## src/rtl/stereo_pkg.sv

```systemverilog
// -----------------------------------------------------------------------------
// stereo_pkg
// Shared types and constants for the stereo disparity pipeline.
//   arb_state_t   : previous-cycle grant recorded by the BRAM arbiter
//   DISP_ADDR_W   : disparity BRAM address width (320*240 = 76800 words)
//   DISP_DATA_W   : disparity word width
//   IMG_W / IMG_H : image geometry as used by the address generators
//   sat_inc16     : saturating 16-bit increment for statistics counters
// -----------------------------------------------------------------------------
package stereo_pkg;

    localparam int DISP_ADDR_W = 17;
    localparam int DISP_DATA_W = 8;
    localparam int IMG_W       = 240;
    localparam int IMG_H       = 320;

    typedef enum logic [1:0] {
        ARB_IDLE,
        ARB_RD,
        ARB_WR
    } arb_state_t;

    // Counters stick at all-ones instead of wrapping back to zero.
    function automatic logic [15:0] sat_inc16(input logic [15:0] value);
        return (value == 16'hFFFF) ? value : value + 16'd1;
    endfunction

endpackage

```

## src/rtl/arb_valid_pipe.sv

```systemverilog
// -----------------------------------------------------------------------------
// arb_valid_pipe
// DEPTH-stage shift register that delays a single-bit strobe by DEPTH cycles.
// The asynchronous clear empties every stage, so strobes in flight at reset
// never reach the output.
// Ports:
//   clk_100mhz : system clock
//   sys_rst_n  : asynchronous active-low clear
//   pulse      : strobe entering the pipe
//   delayed    : strobe leaving the pipe, DEPTH cycles later
// -----------------------------------------------------------------------------
module arb_valid_pipe #(
    parameter int DEPTH = 3
) (
    input  logic clk_100mhz,
    input  logic sys_rst_n,
    input  logic pulse,
    output logic delayed
);

    logic [DEPTH-1:0] stage;

    // Plain shift register; stage[0] is the newest entry.
    always_ff @(posedge clk_100mhz or negedge sys_rst_n) begin
        if (!sys_rst_n) begin
            stage <= '0;
        end else begin
            stage[0] <= pulse;
            for (int i = 1; i < DEPTH; i++) begin
                stage[i] <= stage[i-1];
            end
        end
    end

    assign delayed = stage[DEPTH-1];

endmodule

```

## src/rtl/disparity_bram_arbiter.sv

```systemverilog
// -----------------------------------------------------------------------------
// disparity_bram_arbiter
// Shares the single-port disparity result BRAM between the stereo-match
// writer and the display readout. One access is granted per cycle; the BRAM
// port is driven from registers one cycle after the grant, and read data is
// returned with a valid strobe 1+RD_LATENCY cycles after the read grant.
// Reads win contention until a pending write has lost STARVE_LIMIT times in a
// row, after which the write is forced through.
//
// Optional feature: define ARB_STATS_EN to build the saturating statistics
// counters; without it stat_wr_stall and stat_rd_count are tied to zero.
//
// Ports:
//   clk_100mhz, sys_rst_n     : clock, asynchronous active-low reset
//   wr_req/wr_addr/wr_data    : write request (held until wr_gnt)
//   wr_gnt                    : write accepted this cycle
//   rd_req/rd_addr            : read request (held until rd_gnt)
//   rd_gnt                    : read accepted this cycle
//   rd_valid/rd_data          : in-order read return
//   mem_addr/mem_we/mem_din   : registered BRAM port drive
//   mem_dout                  : BRAM read data
//   stat_wr_stall             : cycles with wr_req && !wr_gnt (saturating)
//   stat_rd_count             : read grants (saturating)
// -----------------------------------------------------------------------------
module disparity_bram_arbiter
    import stereo_pkg::*;
#(
    parameter int ADDR_W       = DISP_ADDR_W,
    parameter int DATA_W       = DISP_DATA_W,
    parameter int RD_LATENCY   = 2,
    parameter int STARVE_LIMIT = 4
) (
    input  logic              clk_100mhz,
    input  logic              sys_rst_n,
    input  logic              wr_req,
    input  logic [ADDR_W-1:0] wr_addr,
    input  logic [DATA_W-1:0] wr_data,
    output logic              wr_gnt,
    input  logic              rd_req,
    input  logic [ADDR_W-1:0] rd_addr,
    output logic              rd_gnt,
    output logic              rd_valid,
    output logic [DATA_W-1:0] rd_data,
    output logic [ADDR_W-1:0] mem_addr,
    output logic              mem_we,
    output logic [DATA_W-1:0] mem_din,
    input  logic [DATA_W-1:0] mem_dout,
    output logic [15:0]       stat_wr_stall,
    output logic [15:0]       stat_rd_count
);

    localparam int                  STARVE_W   = $clog2(STARVE_LIMIT + 1);
    localparam logic [STARVE_W-1:0] STARVE_MAX = STARVE_W'(STARVE_LIMIT);

    arb_state_t          state;
    arb_state_t          state_next;
    logic [STARVE_W-1:0] starve_cnt;
    logic [STARVE_W-1:0] starve_next;
    logic                writer_forced;

    // Arbitration and next-state. Grants are held low while reset is asserted
    // so nothing is accepted that the cleared pipeline would then lose.
    always_comb begin
        rd_gnt        = 1'b0;
        wr_gnt        = 1'b0;
        state_next    = ARB_IDLE;
        starve_next   = starve_cnt;
        writer_forced = (starve_cnt == STARVE_MAX);

        if (sys_rst_n) begin
            if (rd_req && !(wr_req && writer_forced)) begin
                rd_gnt = 1'b1;
            end else if (wr_req) begin
                wr_gnt = 1'b1;
            end
        end

        if (rd_gnt) begin
            state_next = ARB_RD;
        end else if (wr_gnt) begin
            state_next = ARB_WR;
        end

        if (!wr_req || wr_gnt) begin
            starve_next = '0;
        end else if (!writer_forced) begin
            starve_next = starve_cnt + 1'b1;
        end
    end

    // State register records last cycle's grant; starvation counter alongside.
    always_ff @(posedge clk_100mhz or negedge sys_rst_n) begin
        if (!sys_rst_n) begin
            state      <= ARB_IDLE;
            starve_cnt <= '0;
        end else begin
            state      <= state_next;
            starve_cnt <= starve_next;
        end
    end

    // The write enable is exactly "last cycle granted a write", which is what
    // the state register already holds. Address/data only move on a grant, so
    // the BRAM sees a stable port on idle cycles.
    assign mem_we = (state == ARB_WR);

    always_ff @(posedge clk_100mhz or negedge sys_rst_n) begin
        if (!sys_rst_n) begin
            mem_addr <= '0;
            mem_din  <= '0;
        end else if (wr_gnt) begin
            mem_addr <= wr_addr;
            mem_din  <= wr_data;
        end else if (rd_gnt) begin
            mem_addr <= rd_addr;
        end
    end

    // One register stage for the port drive plus the BRAM's own latency.
    arb_valid_pipe #(
        .DEPTH(1 + RD_LATENCY)
    ) u_valid_pipe (
        .clk_100mhz(clk_100mhz),
        .sys_rst_n (sys_rst_n),
        .pulse     (rd_gnt),
        .delayed   (rd_valid)
    );

    assign rd_data = rd_valid ? mem_dout : '0;

`ifdef ARB_STATS_EN
    logic [15:0] wr_stall_cnt;
    logic [15:0] rd_grant_cnt;

    // Saturating statistics for bandwidth tuning of the two requesters.
    always_ff @(posedge clk_100mhz or negedge sys_rst_n) begin
        if (!sys_rst_n) begin
            wr_stall_cnt <= '0;
            rd_grant_cnt <= '0;
        end else begin
            if (wr_req && !wr_gnt) begin
                wr_stall_cnt <= sat_inc16(wr_stall_cnt);
            end
            if (rd_gnt) begin
                rd_grant_cnt <= sat_inc16(rd_grant_cnt);
            end
        end
    end

    assign stat_wr_stall = wr_stall_cnt;
    assign stat_rd_count = rd_grant_cnt;
`else
    assign stat_wr_stall = 16'h0;
    assign stat_rd_count = 16'h0;
`endif

endmodule

```

## config.mk

```make
export PLATFORM = sky130hd
export DESIGN_NAME = disparity_bram_arbiter
export DESIGN_NICKNAME = d
export VERILOG_FILES = /design/src/rtl/stereo_pkg.sv /design/src/rtl/arb_valid_pipe.sv /design/src/rtl/disparity_bram_arbiter.sv
export SDC_FILE = /design/constraint.sdc
export NUM_CORES = 1
export LEC_CHECK = 0
export CORE_MARGIN = 2
export CORE_UTILIZATION = 36
export DETAILED_ROUTE_END_ITERATION = 16
export PLACE_DENSITY_LB_ADDON = 0.05
export SYNTH_ARGS = -nofsm -noshare
export SYNTH_HDL_FRONTEND = slang
export SYNTH_SLANG_ARGS = --single-unit
```

## constraint.sdc

```tcl
create_clock -name clk_100mhz -period 1.9 [get_ports clk_100mhz]
set_clock_uncertainty 0.05 [all_clocks]
set_input_delay 0.285 -clock clk_100mhz [delete_from_list [all_inputs] [get_ports clk_100mhz]]
set_output_delay 0.285 -clock clk_100mhz [all_outputs]
set_load 0.05 [all_outputs]
```

==> run_results.csv <==
group,metric,value,unit
outcome,status,"completed",
drt,drc_errors,0,
timing,fmax,0.554,GHz
drt,dr.pass1.iters,7,
die,die_w,76.2,um
drt,via_per_inst,4.63,
critical_path,path_buf_inv,1,
power,power.density,826,nW/um^2
yosys,syn_area,1880,um^2
yosys,synth_top_family_by_area,"compound AO/OA/AOI/OAI gates",
placement,place_area,2820,um^2
yosys,seq_area_frac_synth,0.427,
clock_network,cts_tree,"done",
placement,place.gp.congestion,0.695,
grt,grt_pass1_vias,1553,
timing,post-route-period-util,0.949,
die,coreArea,5070,um^2
layout,diodes,0,
die,die_area,5800,um^2
drt,routed.top_layer,"met4",
critical_path,cp_top_family,"buffers and inverters",
grt,grt_max_degree,28,
layout,stdcell_area,2930,um^2
die,die_height,76.2,um
grt,grt-ovfl-total,0,
clock_network,clk_latency,0.29,ns
placement,portBuffers,90,
critical_path,max_stage_delay,0.82,ns
die,ios,123,
clock_network,root_buffer,"clkbuf_8",
yosys,ys_ff_latch,32,
clock_network,clk_pin_slew,0.07,ns
critical_path,crit_required,1.56,ns
layout,nets,338,
critical_path,crit_path_end_kind,"primary output",
drt,drt-met1-wl,2310,um
yosys,yosys.area_share.xor_xnor,0,
placement,dp_hpwl,3670,um
critical_path,path_cells,"clkdlybuf4s50_1",
critical_path,crit_fanout,2,
yosys,synth_area_leaders,"dfrtp_1 (43%), buf_4 (13%), a41oi_1 (7.5%)",
hold_path,hp-class,"primary input to async pin",
power,leakagePower,1.24,nW
die,rows,26,
timing,finalHoldViolCount,0,
yosys,postSynthCellCount,188,
yosys,synthSimpleGateAreaFrac,0.106,
drt,wl_met3,396,um
drt,drtAntennaViolNets,0,
timing,finalMaxSlewViolations,0,
yosys,netlist.area_leader.share,0.427,
yosys,ys_types,30,
grt,grtUsageTotal,0.178,
yosys,yosysWarnings,0,
critical_path,critPathLaunchType,"flop",
power,vdd_drop_max,0.370,mV
timing,setup_viol,0,
critical_path,critical_path_class,"flop to primary output",
yosys,yosysTopAreaCell,"dfrtp_1",
layout,n_fill_cell,483,
timing,worst_pin_slew,0.799,ns
timing,post-route-min-period,1.80,ns
drt,drtIter0Drc,45,
placement,dp.cells,343,
yosys,synth_adder_area_share,0.0133,
critical_path,arrival,1.47,ns
layout,syn_to_final_growth,56.4,%
drt,drt-total-wl,5080,um
timing,slew_headroom,0.467,
job,cap_violations,0,
layout,stdcell_count,353,
drt,wl_per_cell,14.4,um
clock_network,cts.sinks,32,
yosys,avgSynthCellArea,9.98,um^2
layout,layout_commonest_cell,"clkdlybuf4s50_1",
grt,grt_pass1_wl,8140,um
timing,rsz0062_at_grt,"no",
layout,final_cell_mix,"clkdlybuf4s50_1 (76), conb_1 (32), dfrtp_1 (32), nor2_1 (19), a21oi_1 (17)",
yosys,synth_compound_area_frac,0.212,
die,start_util,0.370,
layout,drive_above_1_share,0.166,
drt,num_vias,1634,
critical_path,slowest_stage,"clkdlybuf4s50_1",
clock_network,cts_max_path_buffers,2,
grt,antenna_found_initial,0,
clock_network,cts_max_level,2,
clock_network,cts_buffers,5,
yosys,synth_mux_area_frac,0.0640,
drt,met2_length,2310,um
registers in the layout, indices dropped and copies added (netlist names):
name,flops
mem_addr,17
state,1
mem_din,8
starve_cnt,3
u_valid_pipe.stage,3
cell usage after synthesis (all sizes together):
master  count
dfrtp      32
or3         2
mux2        8
inv         2
o21ai      19
o21a        1
nand2b      1
clkbuf      2
nor2       20
ha          2
a31oi       1
and2        8
a21oi      17
a21boi      3
conb        1
a41oi      17
nand3       2
buf        43
nand2       4
a21bo       1
nor3        1
nor2b       1
metrics by stage:
step | total power [W] | setup TNS [ns] | worst slack [ns] | util | hold WS, ns
final | 0.00242 | 0 | 0.0960 | 0.578 | 0.133
after detailed placement | 0.00188 | -0.0161 | -0.00881 | 0.556 | 0.153
after global routing | 0.00252 | 0 | 0.0404 | 0.578 | 0.145
after CTS | 0.00245 | 0 | 0.0813 | 0.578 | 0.127
after global placement | 0.00187 | 0 | 0.0119 | 0.556 | 0.156
after floorplan | 0.00155 | 0 | 0.143 | - | -0.0606
what timing repair did:
| action | 4_1_cts | 5_1_grt |
|---|---|---|
| setup buffers | 1 | 0 |
| pin swaps | 1 | 0 |
| gates resized for setup | 1 | 1 |
| hold endpoints to repair | 4 | 0 |
| hold buffers | 1 | 0 |
| endpoints found under the setup margin | 1 | 9 |
per-layer routing:
layer  vias up  global-route usage
li1        783                   -
met1       756               0.239
met2        89               0.278
met3         6              0.0533
met4         0              0.0545
met5         -                   0
worst reg2reg max path, delay by kind of cell (launching register included):
family | cells | cell delay, ns
multiplexers | 1 | 0.32
flip-flops | 1 | 0.38
AO/OA/AOI/OAI | 1 | 0.10
AND/OR/NAND/NOR | 1 | 0.15
buffers and inverters | 2 | 0.34
adder cells (fa/ha/maj) | 1 | 0.27
power by group:
part | switching [W] | internal (W) | total (W)
sequential | 0.0000508 | 0.000771 | 0.000822
clock | 0.000258 | 0.000294 | 0.000553
combinational | 0.000669 | 0.000382 | 0.00105
total | 0.000978 | 0.00145 | 0.00242
cells by family (layout without fill, tap and decap cells):
logic type,count (synthesis),after routing
AO/OA/AOI/OAI,59,59
buffers and inverters,47,111
AND/OR/NAND/NOR,39,39
flip-flops,32,32
multiplexers,8,8
adder cells (fa/ha/maj),2,2
other,1,32
path summary, 6_finish.rpt:
| kind | endpoint | slack, ns | depth (start not counted) | from |
|---|---|---|---|---|
| min in group clk_100mhz | u_valid_pipe.stage[2] | 0.30 | 0 | u_valid_pipe.stage[1] |
| max | mem_addr[8] | 0.1 | 1 | mem_addr[8] |
| max in group asynchronous | starve_cnt[1] | 1.03 | 2 | sys_rst_n |
| min reg2reg | u_valid_pipe.stage[2] | 0.30 | 0 | u_valid_pipe.stage[1] |
| max reg2reg | mem_din[6] | 0.19 | 6 | starve_cnt[0] |
| min | mem_addr[4] | 0.13 | 2 | sys_rst_n |
layout make-up:
| class | instances | area [um^2] | share of cell area |
|---|---|---|---|
| Timing Repair Buffer | 101 | 1070 | 0.366 |
| Clock inverter | 1 | 7.51 | 0.00256 |
| Sequential cell | 32 | 801 | 0.273 |
| Tap cell | 70 | 87.6 | 0.0299 |
| Inverter | 2 | 7.51 | 0.00256 |
| Clock buffer | 7 | 86.3 | 0.0294 |
| Multi-Input combinational cell | 140 | 871 | 0.297 |
Power figures use the tool's default switching activity.
